===== src/rtl/nnrv_pkg.sv =====
// Shared nnrv definitions: loader state encoding, default widths and the
// byte-mask to lane-mask helper used by the RAM and the MEM stage.
package nnrv_pkg;

  localparam int ADDR_WIDTH_DEF = 8;
  localparam int XLEN_DEF       = 32;

  typedef enum logic {
    LD_LOAD = 1'b0,
    LD_RUN  = 1'b1
  } ld_state_e;

  function automatic logic [31:0] mask_expand(input logic [3:0] i_mask);
    logic [31:0] w_lanes;
    w_lanes = '0;
    for (int b = 0; b < 4; b++) begin
      w_lanes[8*b +: 8] = {8{i_mask[b]}};
    end
    return w_lanes;
  endfunction

endpackage


===== src/rtl/nnrv_ram_loader.sv =====
// Boot loader: packs a little-endian byte stream into words and issues
// full-word write requests while holding the core.
//
// state   | meaning
// LD_LOAD | accepting image bytes, core held, ld_ready high
// LD_RUN  | image done, loader inputs ignored until reset
module nnrv_ram_loader
  import nnrv_pkg::*;
#(
  parameter int WORD_AW   = 6,
  parameter bit BOOT_LOAD = 1'b1
) (
  input  logic               i_clk,
  input  logic               i_rst_n,
  input  logic               i_ld_valid,
  input  logic [7:0]         i_ld_data,
  input  logic               i_ld_last,
  output logic               o_ld_ready,
  output logic               o_core_hold,
  output logic               o_run,
  output logic               o_wr_en,
  output logic [WORD_AW-1:0] o_wr_addr,
  output logic [31:0]        o_wr_data
);

  localparam ld_state_e RST_STATE = BOOT_LOAD ? LD_LOAD : LD_RUN;

  ld_state_e          r_state;
  ld_state_e          w_state_nxt;
  logic [1:0]         r_byte_cnt;
  logic [WORD_AW-1:0] r_word_ptr;
  logic [31:0]        r_asm;
  logic               r_core_hold;
  logic               w_accept;
  logic               w_word_done;
  logic [31:0]        w_asm_nxt;

  always_ff @(posedge i_clk) begin
    if (!i_rst_n) begin
      r_state     <= RST_STATE;
      r_core_hold <= BOOT_LOAD;
    end else begin
      r_state     <= w_state_nxt;
      r_core_hold <= (w_state_nxt == LD_LOAD);
    end
  end

  always_comb begin
    w_state_nxt = r_state;
    o_ld_ready  = 1'b0;
    o_run       = 1'b0;
    case (r_state)
      LD_LOAD: begin
        o_ld_ready = 1'b1;
        if (i_ld_valid && i_ld_last) w_state_nxt = LD_RUN;
      end
      LD_RUN: begin
        o_run = 1'b1;
      end
      default: w_state_nxt = RST_STATE;
    endcase
  end

  assign w_accept    = i_ld_valid & o_ld_ready;
  assign w_word_done = w_accept & ((r_byte_cnt == 2'd3) | i_ld_last);
  assign w_asm_nxt   = r_asm | (32'(i_ld_data) << {r_byte_cnt, 3'b000});

  // A reset edge discards the partially assembled word instead of writing it.
  assign o_wr_en     = w_word_done & i_rst_n;
  assign o_wr_addr   = r_word_ptr;
  assign o_wr_data   = w_asm_nxt;
  assign o_core_hold = r_core_hold;

  always_ff @(posedge i_clk) begin
    if (!i_rst_n) begin
      r_byte_cnt <= '0;
      r_word_ptr <= '0;
      r_asm      <= '0;
    end else if (w_accept) begin
      if (w_word_done) begin
        r_byte_cnt <= '0;
        r_asm      <= '0;
        r_word_ptr <= r_word_ptr + 1'b1;
      end else begin
        r_byte_cnt <= r_byte_cnt + 1'b1;
        r_asm      <= w_asm_nxt;
      end
    end
  end

endmodule


===== src/rtl/nnrv_ram.sv =====
// Unified instruction/data RAM: boot loader write path, masked MEM stores,
// and two independent combinational byte-masked read ports.
module nnrv_ram
  import nnrv_pkg::*;
#(
  parameter int ADDR_WIDTH  = ADDR_WIDTH_DEF,
  parameter int INSTR_WIDTH = 32,
  parameter int XLEN        = XLEN_DEF,
  parameter bit BOOT_LOAD   = 1'b1
) (
  input  logic                   i_clk,
  input  logic                   i_rst_n,
  input  logic [ADDR_WIDTH-1:0]  i_if_rd_addr,
  input  logic                   i_if_rd_en,
  input  logic [3:0]             i_if_rd_mask,
  output logic [INSTR_WIDTH-1:0] o_if_rd_data,
  input  logic [ADDR_WIDTH-1:0]  i_mem_addr,
  input  logic                   i_mem_rd_en,
  input  logic                   i_mem_wr_en,
  input  logic [3:0]             i_mem_mask,
  input  logic [XLEN-1:0]        i_mem_wr_data,
  output logic [XLEN-1:0]        o_mem_rd_data,
  input  logic                   i_ld_valid,
  input  logic [7:0]             i_ld_data,
  input  logic                   i_ld_last,
  output logic                   o_ld_ready,
  output logic                   o_core_hold
);

  localparam int WORD_AW = ADDR_WIDTH - 2;
  localparam int DEPTH   = 1 << WORD_AW;

  logic [XLEN-1:0]    r_mem [DEPTH];
  logic [WORD_AW-1:0] w_if_idx;
  logic [WORD_AW-1:0] w_mem_idx;
  logic               w_run;
  logic               w_ld_wr_en;
  logic [WORD_AW-1:0] w_ld_wr_addr;
  logic [31:0]        w_ld_wr_data;
  logic               w_unused_addr_bits;

  assign w_if_idx           = i_if_rd_addr[ADDR_WIDTH-1:2];
  assign w_mem_idx          = i_mem_addr[ADDR_WIDTH-1:2];
  assign w_unused_addr_bits = ^{i_if_rd_addr[1:0], i_mem_addr[1:0]};

  nnrv_ram_loader #(
    .WORD_AW   (WORD_AW),
    .BOOT_LOAD (BOOT_LOAD)
  ) u_loader (
    .i_clk       (i_clk),
    .i_rst_n     (i_rst_n),
    .i_ld_valid  (i_ld_valid),
    .i_ld_data   (i_ld_data),
    .i_ld_last   (i_ld_last),
    .o_ld_ready  (o_ld_ready),
    .o_core_hold (o_core_hold),
    .o_run       (w_run),
    .o_wr_en     (w_ld_wr_en),
    .o_wr_addr   (w_ld_wr_addr),
    .o_wr_data   (w_ld_wr_data)
  );

  // Array is deliberately not reset; the loader owns the write port in LOAD.
  always_ff @(posedge i_clk) begin
    if (w_ld_wr_en) begin
      r_mem[w_ld_wr_addr] <= XLEN'(w_ld_wr_data);
    end else if (w_run && i_mem_wr_en) begin
      for (int b = 0; b < 4; b++) begin
        if (i_mem_mask[b]) r_mem[w_mem_idx][8*b +: 8] <= i_mem_wr_data[8*b +: 8];
      end
    end
  end

  assign o_if_rd_data  = i_if_rd_en ?
                         (INSTR_WIDTH'(r_mem[w_if_idx]) & INSTR_WIDTH'(mask_expand(i_if_rd_mask))) : '0;
  assign o_mem_rd_data = i_mem_rd_en ?
                         (r_mem[w_mem_idx] & XLEN'(mask_expand(i_mem_mask))) : '0;

endmodule


===== config.mk =====
export PLATFORM = sky130hd
export DESIGN_NAME = nnrv_ram
export DESIGN_NICKNAME = d
export VERILOG_FILES = /design/src/rtl/nnrv_pkg.sv /design/src/rtl/nnrv_ram_loader.sv /design/src/rtl/nnrv_ram.sv
export SDC_FILE = /design/constraint.sdc
export NUM_CORES = 2
export LEC_CHECK = 0
export BUFFER_PORTS_ARGS = -buffer_cell sky130_fd_sc_hd__buf_4
export CAP_MARGIN = 20
export CORE_MARGIN = 10
export CORE_UTILIZATION = 63
export DETAILED_ROUTE_END_ITERATION = 8
export HOLD_SLACK_MARGIN = 0.06
export PLACE_DENSITY = 0.78
export SLEW_MARGIN = 10
export SYNTH_ARGS = -nofsm -noshare
export SYNTH_HDL_FRONTEND = slang
export SYNTH_SLANG_ARGS = --single-unit
export TNS_END_PERCENT = 1

===== constraint.sdc =====
create_clock -name i_clk -period 5.6 [get_ports i_clk]
set_input_delay 0.56 -clock i_clk [delete_from_list [all_inputs] [get_ports i_clk]]
set_output_delay 0.56 -clock i_clk [all_outputs]
set_load 0.02 [all_outputs]

==> results by group <==
Status
  – Outcome: completed

Setup path
  – Worst-case reg-to-reg path depth: 7
  – Critical path endpoint: o_mem_rd_data[0]
  – CP Data Arrival Time: 4.01 ns
  – CP most frequent cell: buf_4
  – Worst R2R End: r_mem[56][14]$_DFFE_PP_
  – Bufs and invs on worst path: 3
  – Critical path class: in2out
  – Crit-path max FO: 52
  – Cells along the critical path: buf_6 > buf_4 > nand2_1 > o221ai_1 > a21oi_1 > nor4_1 > buf_4
  – Critical R2R Launch: u_loader.r_state$_SDFF_PN0_
  – Max incr delay on CP: 0.72 ns
  – Crit path from: i_mem_addr[5]
  – CP Capture Type: output port
  – Critical-path top delay cell: nor4_1
  – Setup crit start kind: primary input
  – CP top delay family: simple AND/OR/NAND/NOR gates
  – WP data required: 5.04 ns
  – CP Depth: 7
  – Reg2Reg Setup Slack: 1.45 ns

Floorplan
  – Die H: 415 µm
  – DIE AREA: 172000 µm²
  – Chip width: 415 µm
  – Core area: 154000 µm²
  – Num rows: 144
  – Boundary pin count: 137
  – Initial Util: 63.5%

Clock tree
  – Cts hold-fix bufs: 9
  – H-tree depth: 4
  – Clk sink count: 2090
  – Resized cells post-CTS: 0
  – Max Root-Sink Buffers: 3
  – Root Driver: clkbuf_16
  – Skew-Pair Late Insertion Delay: 0.87 ns
  – CTS Buf Count: 206
  – CTS clk-pin slew, worst paths: 0.06 ns
  – CTS tree: built
  – Postcts setup bufs: 0

Drt
  – DR vias/cell: 7.78
  – DRT Pass-1 Iters: 8
  – First-iteration detailed-routing DRC count: 9967
  – Wire per inst: 39.7 µm
  – Via Count: 58.1k
  – # DRC: 0
  – Final antenna-violating net count: 0
  – Routed WL: 296000 µm

Synth
  – Main flop type after synthesis: edfxtp_1
  – Ys Warns: 0
  – Synth unique cells: 63
  – Synthesized cell area: 98100 µm²
  – Register area share after synthesis: 63.5%
  – Syn Area/Cell: 19.7 µm²
  – Cells after Synth: 4975
  – Seq cells post-synth: 2090
  – Number of synthesized flops with an enable pin: 2048
  – Share of synthesized flip-flops with an asynchronous set or reset: 0%
  – Syn_nets: 5048

Layout
  – Commonest non-fill, non-tap cell in the layout: edfxtp_1
  – Area growth syn-to-layout: 11.6%
  – Share of layout cells above drive strength 1: 36.0%
  – Final #Nets: 5307
  – Commonest non-fill, non-tap cells in the layout: edfxtp_1 (2048), mux4_2 (1134), buf_4 (389)

Job
  – Max_cap viols: 0

Global route
  – Global-route wire length before repair: 423000 µm
  – Initial antenna violation count: 19
  – Grt total ovfl: 0
  – Largest net degree at the start of global routing: 126
  – Total GRT Usage: 34.3%
  – Vias in the first global route: 57.7k

Worst hold path
  – Hold Crit Class: in2reg
  – Hold Crit Start: i_ld_last

Timing
  – Fin crit period: 4.57 ns
  – Worst slew pin tran: 1.20 ns
  – Max_slew headroom: 19.5%
  – Unrepaired setup endpoints after global routing: false
  – Final setup TNS: 0 ns
  – Final Max Slew Viols: 0
  – Hold Vio Cnt, Final: 0
  – Fmax: 0.219 GHz
  – Final setup vio count: 0
  – Period utilization: 81.5%
  – Clock Skews: 0.0262 ns

Pwr
  – Final Power: 34.3 mW
  – Peak supply drop: 0.445 mV
  – Combinational share of power: 9.1%
  – Internal power: 26.3 mW
  – Clock share of power: 40.2%
  – Switching power: 7.94 mW
  – Sw Ratio: 23.2%
  – Power per cell area: 313 nW/µm²
  – Leakage: 35.1 nW
  – Sequential share of power: 50.7%

Place
  – Detailed Place HPWL: 189000 µm
  – Final GP Congestion: 0.931
  – PortBufs: 132
[synthesized netlist by cell type (13+ instances only)]
library cell  number  share of area, %
a21oi_1           65              0.33
a221oi_1          23              0.21
a22oi_1           61              0.47
a31oi_1           45              0.29
buf_1             67              0.26
buf_2             99              0.51
buf_4             91              0.70
buf_6             19              0.22
clkbuf_1         116              0.44
dfxtp_1           42              0.86
edfxtp_1        2048                63
mux2_2            32              0.37
mux2i_1          212               2.2
mux4_2          1134                26
nand2_1          212              0.81
nand3_1           52              0.27
nor2_1           347               1.3
nor2b_1           25              0.16
nor3_1            21              0.11
o21ai_0           62              0.32
o21ai_1           13             0.066
o22ai_1           28              0.18
[metal layers]
layer / GRT usage [%] / part of all wire [%] / vias up
li1: - / - / 21900
met1: 44.5 / 32 / 29900
met2: 51.7 / 46 / 5276
met3: 12.6 / 16 / 938
met4: 16.7 / 5.9 / 20
met5: 0.0278 / 0.044 / -
[per-stage QoR]
stage / hold slack (ns) / util [%] / cells / setup WS [ns] / cell area (µm²)
after global routing: 0.185 / 70.9 / 7452 / 0.922 / 110000
after CTS: 0.119 / 70.9 / 7448 / 1.13 / 109000
after detailed placement: 0.455 / 66.5 / 7057 / 1.01 / 103000
after floorplan: 0.438 / - / 4975 / 0.737 / 98100
after global placement: 0.447 / 66.5 / 7056 / 1.02 / 103000
final: 0.157 / 70.9 / 7462 / 1.03 / 110000
[how the worst min path moves through the flow]
stage	endpoint	slack, ns	cells after the start
after floorplan	u_loader.r_asm[0]$_SDFFE_PN0P_	0.44	2
after global placement	u_loader.r_asm[0]$_SDFFE_PN0P_	0.45	2
after detailed placement	u_loader.r_asm[14]$_SDFFE_PN0P_	0.45	2
after CTS	u_loader.r_state$_SDFF_PN0_	0.12	4
after global routing	u_loader.r_state$_SDFF_PN0_	0.18	4
final	u_loader.r_state$_SDFF_PN0_	0.16	4
[cells by family after synthesis]
kind of cell / synth area share (%)
buf+inv: 2.15
fa+ha+maj: 0.0255
compound gates: 2.56
flops: 63.5
xor+xnor: 0.0536
simple gates: 3.11
mux: 28.6
[layout make-up]
type,instances,area (µm²)
repair buffers,443,3850
clock buffers,268,5580
inverters,9,45.0
clock inverters,114,1080
multi-input cells,2484,34100
fillers,8944,44900
diodes,10,25.0
well taps,2044,2560
flip-flops and latches,2090,62300
[flip-flops by register name, summed over array words and instances, names as in the netlist]
register              flops
r_mem                  2048
u_loader.r_asm           32
u_loader.o_wr_addr        6
u_loader.r_byte_cnt       2
u_loader.o_core_hold      1
u_loader.r_state          1
[worst register-to-register path: stages, from the launching register on]
cell	delay [ns]
dfxtp_1	0.35
nand2_1	0.34
nor2_4	0.40
buf_4	0.42
mux2i_1	0.27
nand2_1	0.61
buf_4	0.50
nor2_1	0.85
[power groups by stage]
stage                     clock network (mW)  logic [mW]  registers, mW
after global routing                    14.4        3.21           17.4
final                                   13.8        3.12           17.4
after CTS                               13.8        3.04           17.4
after global placement                     0        2.97           17.7
after detailed placement                   0        3.02           17.7
after floorplan                            0        1.86           17.8
Note: power is estimated with default switching activity, not from simulation.
